<file path="src/rtl/rf_chk_sequencer_if.sv">
// Signal bundle between the checkpoint sequencer, the pipeline and the register file.
// master = pipeline / register-file side, slave = the sequencer itself.
interface rf_chk_sequencer_if #(
  parameter int name_width = 2
);
  logic                  REQ_CHK;
  logic                  REQ_CHK_READY;
  logic [name_width-1:0] CHK_ID_OUT;
  logic                  RF_CHK_E;
  logic                  RF_CHK_READY;
  logic [name_width-1:0] RF_CHK_OUT;
  logic                  RES_VALID;
  logic [name_width-1:0] RES_ID;
  logic                  RES_MISPRED;
  logic                  RES_READY;
  logic                  RF_ROLLBK_E;
  logic                  RF_DO_ROLL;
  logic                  RF_DO_REL;
  logic [name_width-1:0] RF_ROLLBK_IN;
  logic                  FLUSH;
  logic [name_width:0]   OUTSTANDING;
  logic                  ERR;

  modport master (
    output REQ_CHK, RF_CHK_READY, RF_CHK_OUT, RES_VALID, RES_ID, RES_MISPRED,
    input  REQ_CHK_READY, CHK_ID_OUT, RF_CHK_E, RES_READY, RF_ROLLBK_E, RF_DO_ROLL,
           RF_DO_REL, RF_ROLLBK_IN, FLUSH, OUTSTANDING, ERR
  );

  modport slave (
    input  REQ_CHK, RF_CHK_READY, RF_CHK_OUT, RES_VALID, RES_ID, RES_MISPRED,
    output REQ_CHK_READY, CHK_ID_OUT, RF_CHK_E, RES_READY, RF_ROLLBK_E, RF_DO_ROLL,
           RF_DO_REL, RF_ROLLBK_IN, FLUSH, OUTSTANDING, ERR
  );
endinterface

</file>
<file path="src/rtl/rf_chk_sequencer.sv">
// Checkpoint lifecycle sequencer: in-order allocation, out-of-order resolution, oldest-first release,
// one-cycle combined rollback+release then a DRAIN window. Define CHK_SEQ_ERR_EN to build the ERR checker.
module rf_chk_sequencer #(
  parameter int name_width   = 2,
  parameter int depth        = 2**name_width,
  parameter int flush_cycles = 2
) (
  input  logic              CLK,
  input  logic              RST,
  rf_chk_sequencer_if.slave bus
);
  localparam int ptr_w = name_width + 1;
  localparam int cnt_w = (flush_cycles > 0) ? $clog2(flush_cycles + 1) : 1;
  localparam logic [ptr_w-1:0] depth_p   = ptr_w'(depth);
  localparam logic [ptr_w-1:0] ptr_one   = {{name_width{1'b0}}, 1'b1};
  localparam logic [cnt_w-1:0] flush_p   = cnt_w'(flush_cycles);
  localparam logic [cnt_w-1:0] drain_one = {{(cnt_w-1){1'b0}}, 1'b1};

  typedef enum logic [1:0] {RUN = 2'd0, ROLL = 2'd1, DRAIN = 2'd2} state_t;

  state_t                state_r, state_nxt_s;
  logic [ptr_w-1:0]      head_r, tail_r, head_nxt_s, tail_nxt_s, span_s;
  logic [depth-1:0]      valid_r, resolved_r, valid_nxt_s, resolved_nxt_s, squash_s;
  logic [name_width-1:0] roll_id_r, roll_id_nxt_s, head_idx_s, tail_idx_s;
  logic [cnt_w-1:0]      drain_cnt_r, drain_cnt_nxt_s;
  logic [name_width:0]   outstanding_r;
  logic                  chk_ready_s, grant_s, res_accept_s, res_live_s;
  logic                  rb_e_s, do_roll_s, do_rel_s, flush_s;
  logic [name_width-1:0] rb_id_s;

  function automatic logic [name_width:0] popcount(input logic [depth-1:0] v);
    logic [name_width:0] n;
    n = '0;
    for (int i = 0; i < depth; i++) n = n + {{name_width{1'b0}}, v[i]};
    return n;
  endfunction

  // Entries from the rolled-back ID up to tail-1, measured as age offsets from head.
  function automatic logic [depth-1:0] squash_mask(input logic [name_width-1:0] h,
                                                   input logic [name_width-1:0] r,
                                                   input logic [ptr_w-1:0]      span);
    logic [depth-1:0]      m;
    logic [name_width-1:0] off, roff;
    m    = '0;
    roff = r - h;
    for (int i = 0; i < depth; i++) begin
      off  = name_width'(i) - h;
      m[i] = ({1'b0, off} >= {1'b0, roff}) && ({1'b0, off} < span);
    end
    return m;
  endfunction

  assign span_s       = tail_r - head_r;
  assign head_idx_s   = head_r[name_width-1:0];
  assign tail_idx_s   = tail_r[name_width-1:0];
  assign squash_s     = squash_mask(head_idx_s, roll_id_r, span_s);
  assign chk_ready_s  = (state_r == RUN) && bus.RF_CHK_READY && (span_s < depth_p) &&
                        !valid_r[tail_idx_s] && !(bus.RES_VALID && bus.RES_MISPRED);
  assign grant_s      = bus.REQ_CHK && chk_ready_s;
  assign res_accept_s = bus.RES_VALID && (state_r == RUN);
  assign res_live_s   = valid_r[bus.RES_ID] && !resolved_r[bus.RES_ID];

  assign bus.REQ_CHK_READY = chk_ready_s;
  assign bus.RF_CHK_E      = grant_s;
  assign bus.CHK_ID_OUT    = bus.RF_CHK_OUT;
  assign bus.RES_READY     = (state_r == RUN);
  assign bus.RF_ROLLBK_E   = rb_e_s;
  assign bus.RF_DO_ROLL    = do_roll_s;
  assign bus.RF_DO_REL     = do_rel_s;
  assign bus.RF_ROLLBK_IN  = rb_id_s;
  assign bus.FLUSH         = flush_s;
  assign bus.OUTSTANDING   = outstanding_r;

  // Next-state, table updates and rollback-port outputs.
  always_comb begin
    state_nxt_s     = state_r;
    head_nxt_s      = head_r;
    tail_nxt_s      = tail_r;
    valid_nxt_s     = valid_r;
    resolved_nxt_s  = resolved_r;
    roll_id_nxt_s   = roll_id_r;
    drain_cnt_nxt_s = drain_cnt_r;
    rb_e_s          = 1'b0;
    do_roll_s       = 1'b0;
    do_rel_s        = 1'b0;
    flush_s         = 1'b0;
    rb_id_s         = head_idx_s;
    case (state_r)
      RUN: begin
        if ((span_s != '0) && valid_r[head_idx_s] && resolved_r[head_idx_s]) begin
          rb_e_s                  = 1'b1;
          do_rel_s                = 1'b1;
          valid_nxt_s[head_idx_s] = 1'b0;
          head_nxt_s              = head_r + ptr_one;
        end else if ((span_s != '0) && !valid_r[head_idx_s]) begin
          head_nxt_s = head_r + ptr_one;
        end else begin
          head_nxt_s = head_r;
        end
        // Grant and resolution never touch the same ID: one needs !valid, the other valid.
        if (grant_s) begin
          valid_nxt_s[tail_idx_s]    = 1'b1;
          resolved_nxt_s[tail_idx_s] = 1'b0;
          tail_nxt_s                 = tail_r + ptr_one;
        end else begin
          tail_nxt_s = tail_r;
        end
        if (res_accept_s && res_live_s && bus.RES_MISPRED) begin
          roll_id_nxt_s = bus.RES_ID;
          state_nxt_s   = ROLL;
        end else if (res_accept_s && res_live_s) begin
          resolved_nxt_s[bus.RES_ID] = 1'b1;
        end else begin
          roll_id_nxt_s = roll_id_r;
        end
      end
      ROLL: begin
        rb_e_s          = 1'b1;
        do_roll_s       = 1'b1;
        do_rel_s        = 1'b1;
        flush_s         = 1'b1;
        rb_id_s         = roll_id_r;
        valid_nxt_s     = valid_r & ~squash_s;
        drain_cnt_nxt_s = flush_p;
        state_nxt_s     = (flush_cycles == 0) ? RUN : DRAIN;
      end
      DRAIN: begin
        if (drain_cnt_r > drain_one) begin
          drain_cnt_nxt_s = drain_cnt_r - drain_one;
        end else begin
          drain_cnt_nxt_s = '0;
          state_nxt_s     = RUN;
        end
      end
      default: begin
        state_nxt_s = RUN;
      end
    endcase
  end

  // State, pointer and table registers.
  always_ff @(posedge CLK) begin
    if (RST) begin
      state_r       <= RUN;
      head_r        <= '0;
      tail_r        <= '0;
      valid_r       <= '0;
      resolved_r    <= '0;
      roll_id_r     <= '0;
      drain_cnt_r   <= '0;
      outstanding_r <= '0;
    end else begin
      state_r       <= state_nxt_s;
      head_r        <= head_nxt_s;
      tail_r        <= tail_nxt_s;
      valid_r       <= valid_nxt_s;
      resolved_r    <= resolved_nxt_s;
      roll_id_r     <= roll_id_nxt_s;
      drain_cnt_r   <= drain_cnt_nxt_s;
      outstanding_r <= popcount(valid_nxt_s);
    end
  end

`ifdef CHK_SEQ_ERR_EN
  logic err_r, err_hit_s;
  assign err_hit_s = (grant_s && (bus.RF_CHK_OUT != tail_idx_s)) ||
                     (res_accept_s && valid_r[bus.RES_ID] && resolved_r[bus.RES_ID]) ||
                     (!bus.RF_CHK_READY && !valid_r[tail_idx_s] && (span_s < depth_p));

  // Sticky protocol-error flag.
  always_ff @(posedge CLK) begin
    if (RST) begin
      err_r <= 1'b0;
    end else if (err_hit_s) begin
      err_r <= 1'b1;
    end else begin
      err_r <= err_r;
    end
  end
  assign bus.ERR = err_r;
`else
  assign bus.ERR = 1'b0;
`endif
endmodule
</file>
<file path="src/flat_wrapper.sv">
// flat-port wrapper written by rule: the top's interface ports become plain ports
module rf_chk_sequencer_flat 
#(
  parameter int name_width   = 2,
  parameter int depth        = 2**name_width,
  parameter int flush_cycles = 2
)
  (CLK, RST, bus_REQ_CHK, bus_RF_CHK_READY, bus_RF_CHK_OUT, bus_RES_VALID, bus_RES_ID, bus_RES_MISPRED, bus_REQ_CHK_READY, bus_CHK_ID_OUT, bus_RF_CHK_E, bus_RES_READY, bus_RF_ROLLBK_E, bus_RF_DO_ROLL, bus_RF_DO_REL, bus_RF_ROLLBK_IN, bus_FLUSH, bus_OUTSTANDING, bus_ERR);
  rf_chk_sequencer_if #(.name_width(name_width)) bus_i ();
  input  logic CLK;
  input  logic RST;
  input wire logic [$bits(bus_i.REQ_CHK)-1:0] bus_REQ_CHK;
  input wire logic [$bits(bus_i.RF_CHK_READY)-1:0] bus_RF_CHK_READY;
  input wire logic [$bits(bus_i.RF_CHK_OUT)-1:0] bus_RF_CHK_OUT;
  input wire logic [$bits(bus_i.RES_VALID)-1:0] bus_RES_VALID;
  input wire logic [$bits(bus_i.RES_ID)-1:0] bus_RES_ID;
  input wire logic [$bits(bus_i.RES_MISPRED)-1:0] bus_RES_MISPRED;
  output wire logic [$bits(bus_i.REQ_CHK_READY)-1:0] bus_REQ_CHK_READY;
  output wire logic [$bits(bus_i.CHK_ID_OUT)-1:0] bus_CHK_ID_OUT;
  output wire logic [$bits(bus_i.RF_CHK_E)-1:0] bus_RF_CHK_E;
  output wire logic [$bits(bus_i.RES_READY)-1:0] bus_RES_READY;
  output wire logic [$bits(bus_i.RF_ROLLBK_E)-1:0] bus_RF_ROLLBK_E;
  output wire logic [$bits(bus_i.RF_DO_ROLL)-1:0] bus_RF_DO_ROLL;
  output wire logic [$bits(bus_i.RF_DO_REL)-1:0] bus_RF_DO_REL;
  output wire logic [$bits(bus_i.RF_ROLLBK_IN)-1:0] bus_RF_ROLLBK_IN;
  output wire logic [$bits(bus_i.FLUSH)-1:0] bus_FLUSH;
  output wire logic [$bits(bus_i.OUTSTANDING)-1:0] bus_OUTSTANDING;
  output wire logic [$bits(bus_i.ERR)-1:0] bus_ERR;
  assign bus_i.REQ_CHK = bus_REQ_CHK;
  assign bus_i.RF_CHK_READY = bus_RF_CHK_READY;
  assign bus_i.RF_CHK_OUT = bus_RF_CHK_OUT;
  assign bus_i.RES_VALID = bus_RES_VALID;
  assign bus_i.RES_ID = bus_RES_ID;
  assign bus_i.RES_MISPRED = bus_RES_MISPRED;
  assign bus_REQ_CHK_READY = bus_i.REQ_CHK_READY;
  assign bus_CHK_ID_OUT = bus_i.CHK_ID_OUT;
  assign bus_RF_CHK_E = bus_i.RF_CHK_E;
  assign bus_RES_READY = bus_i.RES_READY;
  assign bus_RF_ROLLBK_E = bus_i.RF_ROLLBK_E;
  assign bus_RF_DO_ROLL = bus_i.RF_DO_ROLL;
  assign bus_RF_DO_REL = bus_i.RF_DO_REL;
  assign bus_RF_ROLLBK_IN = bus_i.RF_ROLLBK_IN;
  assign bus_FLUSH = bus_i.FLUSH;
  assign bus_OUTSTANDING = bus_i.OUTSTANDING;
  assign bus_ERR = bus_i.ERR;
  rf_chk_sequencer #(.name_width(name_width), .depth(depth), .flush_cycles(flush_cycles)) u_core (.CLK(CLK), .RST(RST), .bus(bus_i));
endmodule
</file>
<file path="config.mk">
export PLATFORM = sky130hd
export DESIGN_NAME = rf_chk_sequencer_flat
export DESIGN_NICKNAME = d
export VERILOG_FILES = /design/src/rtl/rf_chk_sequencer_if.sv /design/src/rtl/rf_chk_sequencer.sv /design/src/flat_wrapper.sv
export SDC_FILE = /design/constraint.sdc
export NUM_CORES = 1
export LEC_CHECK = 0
export ABC_AREA = 1
export CAP_MARGIN = 15
export CORE_ASPECT_RATIO = 2
export CORE_MARGIN = 5
export CORE_UTILIZATION = 50
export DETAILED_ROUTE_END_ITERATION = 12
export GPL_TIMING_DRIVEN = 0
export PLACE_DENSITY_LB_ADDON = 0.15
export REMOVE_ABC_BUFFERS = 1
export SKIP_LAST_GASP = 1
export SLEW_MARGIN = 10
export SYNTH_ARGS = -nofsm -noshare
export SYNTH_HDL_FRONTEND = slang
export SYNTH_SLANG_ARGS = --single-unit
</file>
<file path="constraint.sdc">
create_clock -name CLK -period 3.45 [get_ports CLK]
set_clock_uncertainty 0.05 [all_clocks]
set_input_delay 0.345 -clock CLK [delete_from_list [all_inputs] [get_ports CLK]]
set_output_delay 0.345 -clock CLK [all_outputs]
set_load 0.02 [all_outputs]
</file>
==> results.ini, run 1 <==
[place]
place_area_um2=2073
placed_cells=323
io_buffers=19
gp_congestion=0.8864
dp_hpwl_um=3351

[worst_setup_path]
critPathKind=flip-flop to flip-flop
worstSetupStartpointType=flip-flop
crit_family=adder cells
path_max_fanout=6
cp_cell_sequence=inv_4, ha_4, fa_2, ha_4, inv_1, o21bai_1, nand2_1, nand2_1, a21oi_2, nand2_1, nand2_2, nand2_1, ha_1, inv_1, fa_2, inv_1, ha_1, inv_1, nor2_1
cp_num_buf_inv=5
critPathRequiredTime_ns=3.54
max_stage_delay_ns=0.67
cp.arrival_ns=3.31
end_kind=flip-flop
slowest_stage=fa_2

[final_layout]
nets=327
drive_gt1_share_pct=17.77
syn_to_final_growth_pct=19.40
multi_input_area_um2=1272
n_fill_cell=381
layout_common_cells=nand2_1 (67), inv_1 (31), a21oi_1 (23), ha_1 (21)
n_antenna_cell=0
mostFrequentLayoutCell=nand2_1
design_area_um2=2256
instances_no_fill=336
fin_util_pct=61.87
ff_latch_area_um2=473.0

[timing]
hold_slack_ns=0.4261
slew_headroom_pct=59.44
fmax_mhz=310.0
worst_pin_slew_ns=0.6065
setup_viol=0
final_hold_viol_count=0
fin_crit_ns=3.226
post-route-period-util_pct=93.50
slew_viol_final=0

[drt]
antenna_left=0
dr.pass1.iters=4
drc_errors=0
drt-initial-drc-count=25
vias_per_cell=5.051
wl_per_cell_um=12.75
vias=1697
wirelength_um=4284

[synthesis]
synth_area_um2=1889
ys_warn_count=0
yosysTopAreaCell=dfxtp_1
seq_area_frac_synth_pct=24.37
syn_avg_cell_area_um2=7.129
synth_top_cell_area_share_pct=24.37
synth.distinct_cells=33
synth_area_leaders=dfxtp_1 (24%), ha_1 (17%), nand2_1 (14%)
synth.ff_latch_count=23
synth_cells=265

[flow_run]
max_cap_viol_count=0

[die]
rows=31
dieArea_um2=5182
fp.dieW_um=53.47
initial_core_util_pct=51.82
fp.coreArea_um2=3646
dieHeight_um=96.93
pin_count=25

[power_and_ir_drop]
worst_ir_drop_vdd_uv=429.0
leakage_nw=1.019
p_per_area_nw_per_um2=723.5

[global_routing]
grt_antenna_before_repair=0
gr-total-overflow=0
grt_max_degree=17
track_usage_pct=17.72
grt_pass1_vias=1641
grt_pass1_wl_um=7107

[run_status]
status=finished, final reports clean

[cts]
numCtsBuffers=3
clk_pin_slew_ns=0.08
tritoncts=yes
cts.sinks=23
clkLatencyLatePin_ns=0.26
h-tree-depth=1
clock_tree.buffer_depth=2
cts-hold-fix-buffers=0
cts-root-buf=clkbuf_8

[worst_hold_path]
hold_class=flip-flop to flip-flop

==> timing repair <==
action                                  4_1_cts  5_1_grt
setup buffers                                 0        9
resized for setup                             4       14
endpoints found under the setup margin        2        2
pin swaps                                     0        6
endpoints found under the hold margin         0        0
==> metal layers <==
| layer | global-route usage (%) | wire length, um | vias up |
|---|---|---|---|
| met1 | 19.01 | 1643 | 770 |
| met5 | 0 | 0 | - |
| met2 | 33.30 | 2425 | 30 |
| met4 | 6.102 | 121 | 0 |
| met3 | 1.692 | 94 | 12 |
| li1 | - | - | 885 |
==> area by class of cell <==
type	count	share of cell area, %
Sequential cell	23	20.97
Inverter	36	6.489
Tap cell	49	2.718
Timing Repair Buffer	28	11.43
Clock buffer	4	1.997
Multi-Input combinational cell	196	56.41
==> registers in the layout, summed over array words and instances, names as in the netlist <==
name and flops:
u_core.resolved_r 4, u_core.roll_id_r 2, u_core.tail_r 3, u_core.valid_r 4
u_core.head_r 3, u_core.drain_cnt_r 2, u_core.state_r 2, u_core.bus.OUTSTANDING 3
==> final timing paths <==
path / from / to / slack (ns) / depth (start not counted)
setup reg to reg: u_core.tail_r[0]$_SDFFE_PP0P_ / u_core.bus.OUTSTANDING[1]$_SDFF_PP0_ / 0.22 / 19
hold / removal: u_core.drain_cnt_r[1]$_SDFFE_PP0P_ / u_core.drain_cnt_r[1]$_SDFFE_PP0P_ / 0.43 / 2
hold reg to reg: u_core.drain_cnt_r[1]$_SDFFE_PP0P_ / u_core.drain_cnt_r[1]$_SDFFE_PP0P_ / 0.43 / 2
setup / recovery: u_core.tail_r[0]$_SDFFE_PP0P_ / u_core.bus.OUTSTANDING[1]$_SDFF_PP0_ / 0.22 / 19
==> worst min-delay path: stages, from the launching register on <==
cell     delay [ns]
dfxtp_1        0.31
o21ai_0        0.06
a21oi_1        0.06
==> cells in the mapped netlist (all sizes together) <==
| master | count |
|---|---|
| nand4 | 1 |
| nand3 | 21 |
| conb | 1 |
| dfxtp | 23 |
| xor2 | 1 |
| nor3 | 3 |
| nand2 | 75 |
| or2 | 2 |
| or3 | 1 |
| clkbuf | 3 |
| a21oi | 25 |
| ha | 25 |
| o21bai | 4 |
| buf | 7 |
| xnor2 | 1 |
| inv | 36 |
| fa | 4 |
| nor2 | 18 |
| o21ai | 13 |
| a22oi | 1 |
==> power breakdown <==
group | total, mW | internal (mW) | leakage [nW] | switching (mW)
Sequential | 0.360 | 0.306 | 0.189 | 0.0533
Combinational | 1.10 | 0.473 | 0.808 | 0.631
Clock | 0.168 | 0.0825 | 0.0228 | 0.0860
==> cell families after synthesis <==
family / synth area share, %
AND/OR/NAND/NOR: 30.26
buffers and inverters: 10.99
AO/OA/AOI/OAI: 12.45
adder cells (fa/ha/maj): 20.79
flip-flops: 24.37
XOR/XNOR: 0.9273
other: 0.1985
==> stage by stage <==
stage          setup TNS, ns  power (mW)  worst slack [ns]
3_5_place_dp         -0.2202       1.324           -0.1728
2_1_floorplan              0       1.064            0.2094
3_3_place_gp         -0.1408       1.302           -0.1250
5_1_grt            -0.001586       1.822         -0.001586
6_report                   0       1.632            0.2244
4_1_cts                    0       1.506           0.03845
Power figures use the tool's default switching activity.
==> run 2: changes to the inputs <==
CORE_MARGIN = 2   (was 5)
==> results.ini, run 2 (synthesized netlist as in run 1, its figures left out) <==
[run_status]
status=finished, final reports clean

[worst_setup_path]
r2r-start=u_core.tail_r[0]$_SDFFE_PP0P_
end_kind=flip-flop
cp.arrival_ns=3.37
critPathRequiredTime_ns=3.54
worstSetupStartpointType=flip-flop
path_max_fanout=6
r2r_setup_slack_ns=0.17
cp-startpoint=u_core.tail_r[0]$_SDFFE_PP0P_
critPathKind=flip-flop to flip-flop

[global_routing]
gr-total-overflow=0
grt_antenna_before_repair=0
grt_pass1_wl_um=6672
grt_pass1_vias=1532
track_usage_pct=20.89
grt_max_degree=17

[timing]
setup_tns_ns=0
finalWorstSetupSlack_ns=0.1680
fmax_mhz=304.7
post-route-period-util_pct=95.13
fin_crit_ns=3.282
setup_viol=0
final_hold_viol_count=0
slew_headroom_pct=60.02
worst_pin_slew_ns=0.5978
slew_viol_final=0

[cts]
numCtsBuffers=3
clk_pin_slew_ns=0.08
cts.sinks=23
clock_tree.buffer_depth=2
cts-root-buf=clkbuf_8
tritoncts=yes
clkLatencyLatePin_ns=0.26
h-tree-depth=1

[final_layout]
drive_gt1_share_pct=16.38
n_antenna_cell=0
syn_to_final_growth_pct=17.75
layout_common_cells=nand2_1 (68), inv_1 (31), a21oi_1 (24), ha_1 (23)
mostFrequentLayoutCell=nand2_1
top_regs=u_core.resolved_r (4), u_core.valid_r (4)
nets=327
fin_util_pct=61.67

[drt]
antenna_left=0
dr.pass1.iters=4
vias=1670
vias_per_cell=4.970
drt-initial-drc-count=20
wirelength_um=4133
wl_per_cell_um=12.30
drc_errors=0

[worst_hold_path]
hold_class=flip-flop to flip-flop
hp-start=u_core.drain_cnt_r[1]$_SDFFE_PP0P_

[power_and_ir_drop]
worst_ir_drop_vdd_uv=452.9
p_per_area_nw_per_um2=707.3
leakage_nw=1.015

[place]
gp_congestion=0.8240
dp_worst_setup_slack_ns=-0.1579
io_buffers=19
dp_hpwl_um=3245

[die]
pin_count=25
fp.dieW_um=47.47
fp.coreArea_um2=3607
dieArea_um2=4316
initial_core_util_pct=52.38
rows=31
dieHeight_um=90.93

[flow_run]
max_cap_viol_count=0

## run 2: cell types whose count changed in the layout (fill, tap and decap cells not counted)
cell and delta:
a21oi_1 +1, a21oi_2 -1, ha_1 +2, ha_4 -2, nand2_1 +1, nand2_2 -1
## run 2: area by class of cell
type	instances	area, um2
Fill cell	373	1383
Multi-Input combinational cell	196	1241
Sequential cell	23	473.0
Timing Repair Buffer	28	257.7
Inverter	36	146.4
Tap cell	49	61.31
Clock buffer	4	45.04
## run 2: routing by layer
metal  GRT usage (%)  wire, um  share of wire [%]
met1           22.41      1610                 39
met2           36.49      2293                 55
met3           2.386        68                1.6
met4           10.65       161                3.9
met5               0         0                  0
## run 2: final timing paths
check / endpoint / cells after the start
worst min register to register: u_core.drain_cnt_r[1]$_SDFFE_PP0P_ / 2
worst max-delay path: u_core.bus.OUTSTANDING[1]$_SDFF_PP0_ / 19
worst max register to register: u_core.bus.OUTSTANDING[1]$_SDFF_PP0_ / 19
worst min-delay path: u_core.drain_cnt_r[1]$_SDFFE_PP0P_ / 2
## run 2: stage by stage
step / hold WS [ns] / cells / power (mW) / area, um2
finish: 0.4248 / 336 / 1.574 / 2225
global route: 0.4500 / 336 / 1.738 / 2225
CTS: 0.4264 / 327 / 1.498 / 2125
detailed placement: 0.4151 / 323 / 1.318 / 2073
global placement: 0.4108 / 323 / 1.301 / 2073
floorplan: 0.3617 / 255 / 1.064 / 1822
## run 2: report_power, final
part	internal, mW	switching (mW)	total [mW]
Clock	0.0823	0.0853	0.168
Sequential	0.306	0.0490	0.355
Combinational	0.453	0.598	1.05
## run 2: critical path, cell delays in order, from the launching register on
cell and delay, ns:
dfxtp_4 0.38, inv_4 0.05, ha_2 0.20, fa_2 0.63
ha_1 0.25, inv_1 0.05, o21bai_1 0.05, nand2_1 0.06
nand2_1 0.05, a21oi_1 0.12, nand2_1 0.07, nand2_1 0.08
nand2_1 0.06, ha_1 0.27, inv_1 0.05, fa_1 0.38
inv_1 0.06, ha_1 0.21, inv_1 0.05, nor2_1 0.03
## run 2: repair_timing
action,4_1_cts,5_1_grt
setup buffers,0,9
setup endpoints to repair,2,2
pin swaps,0,1
hold buffers,0,0
gates resized for setup,4,9
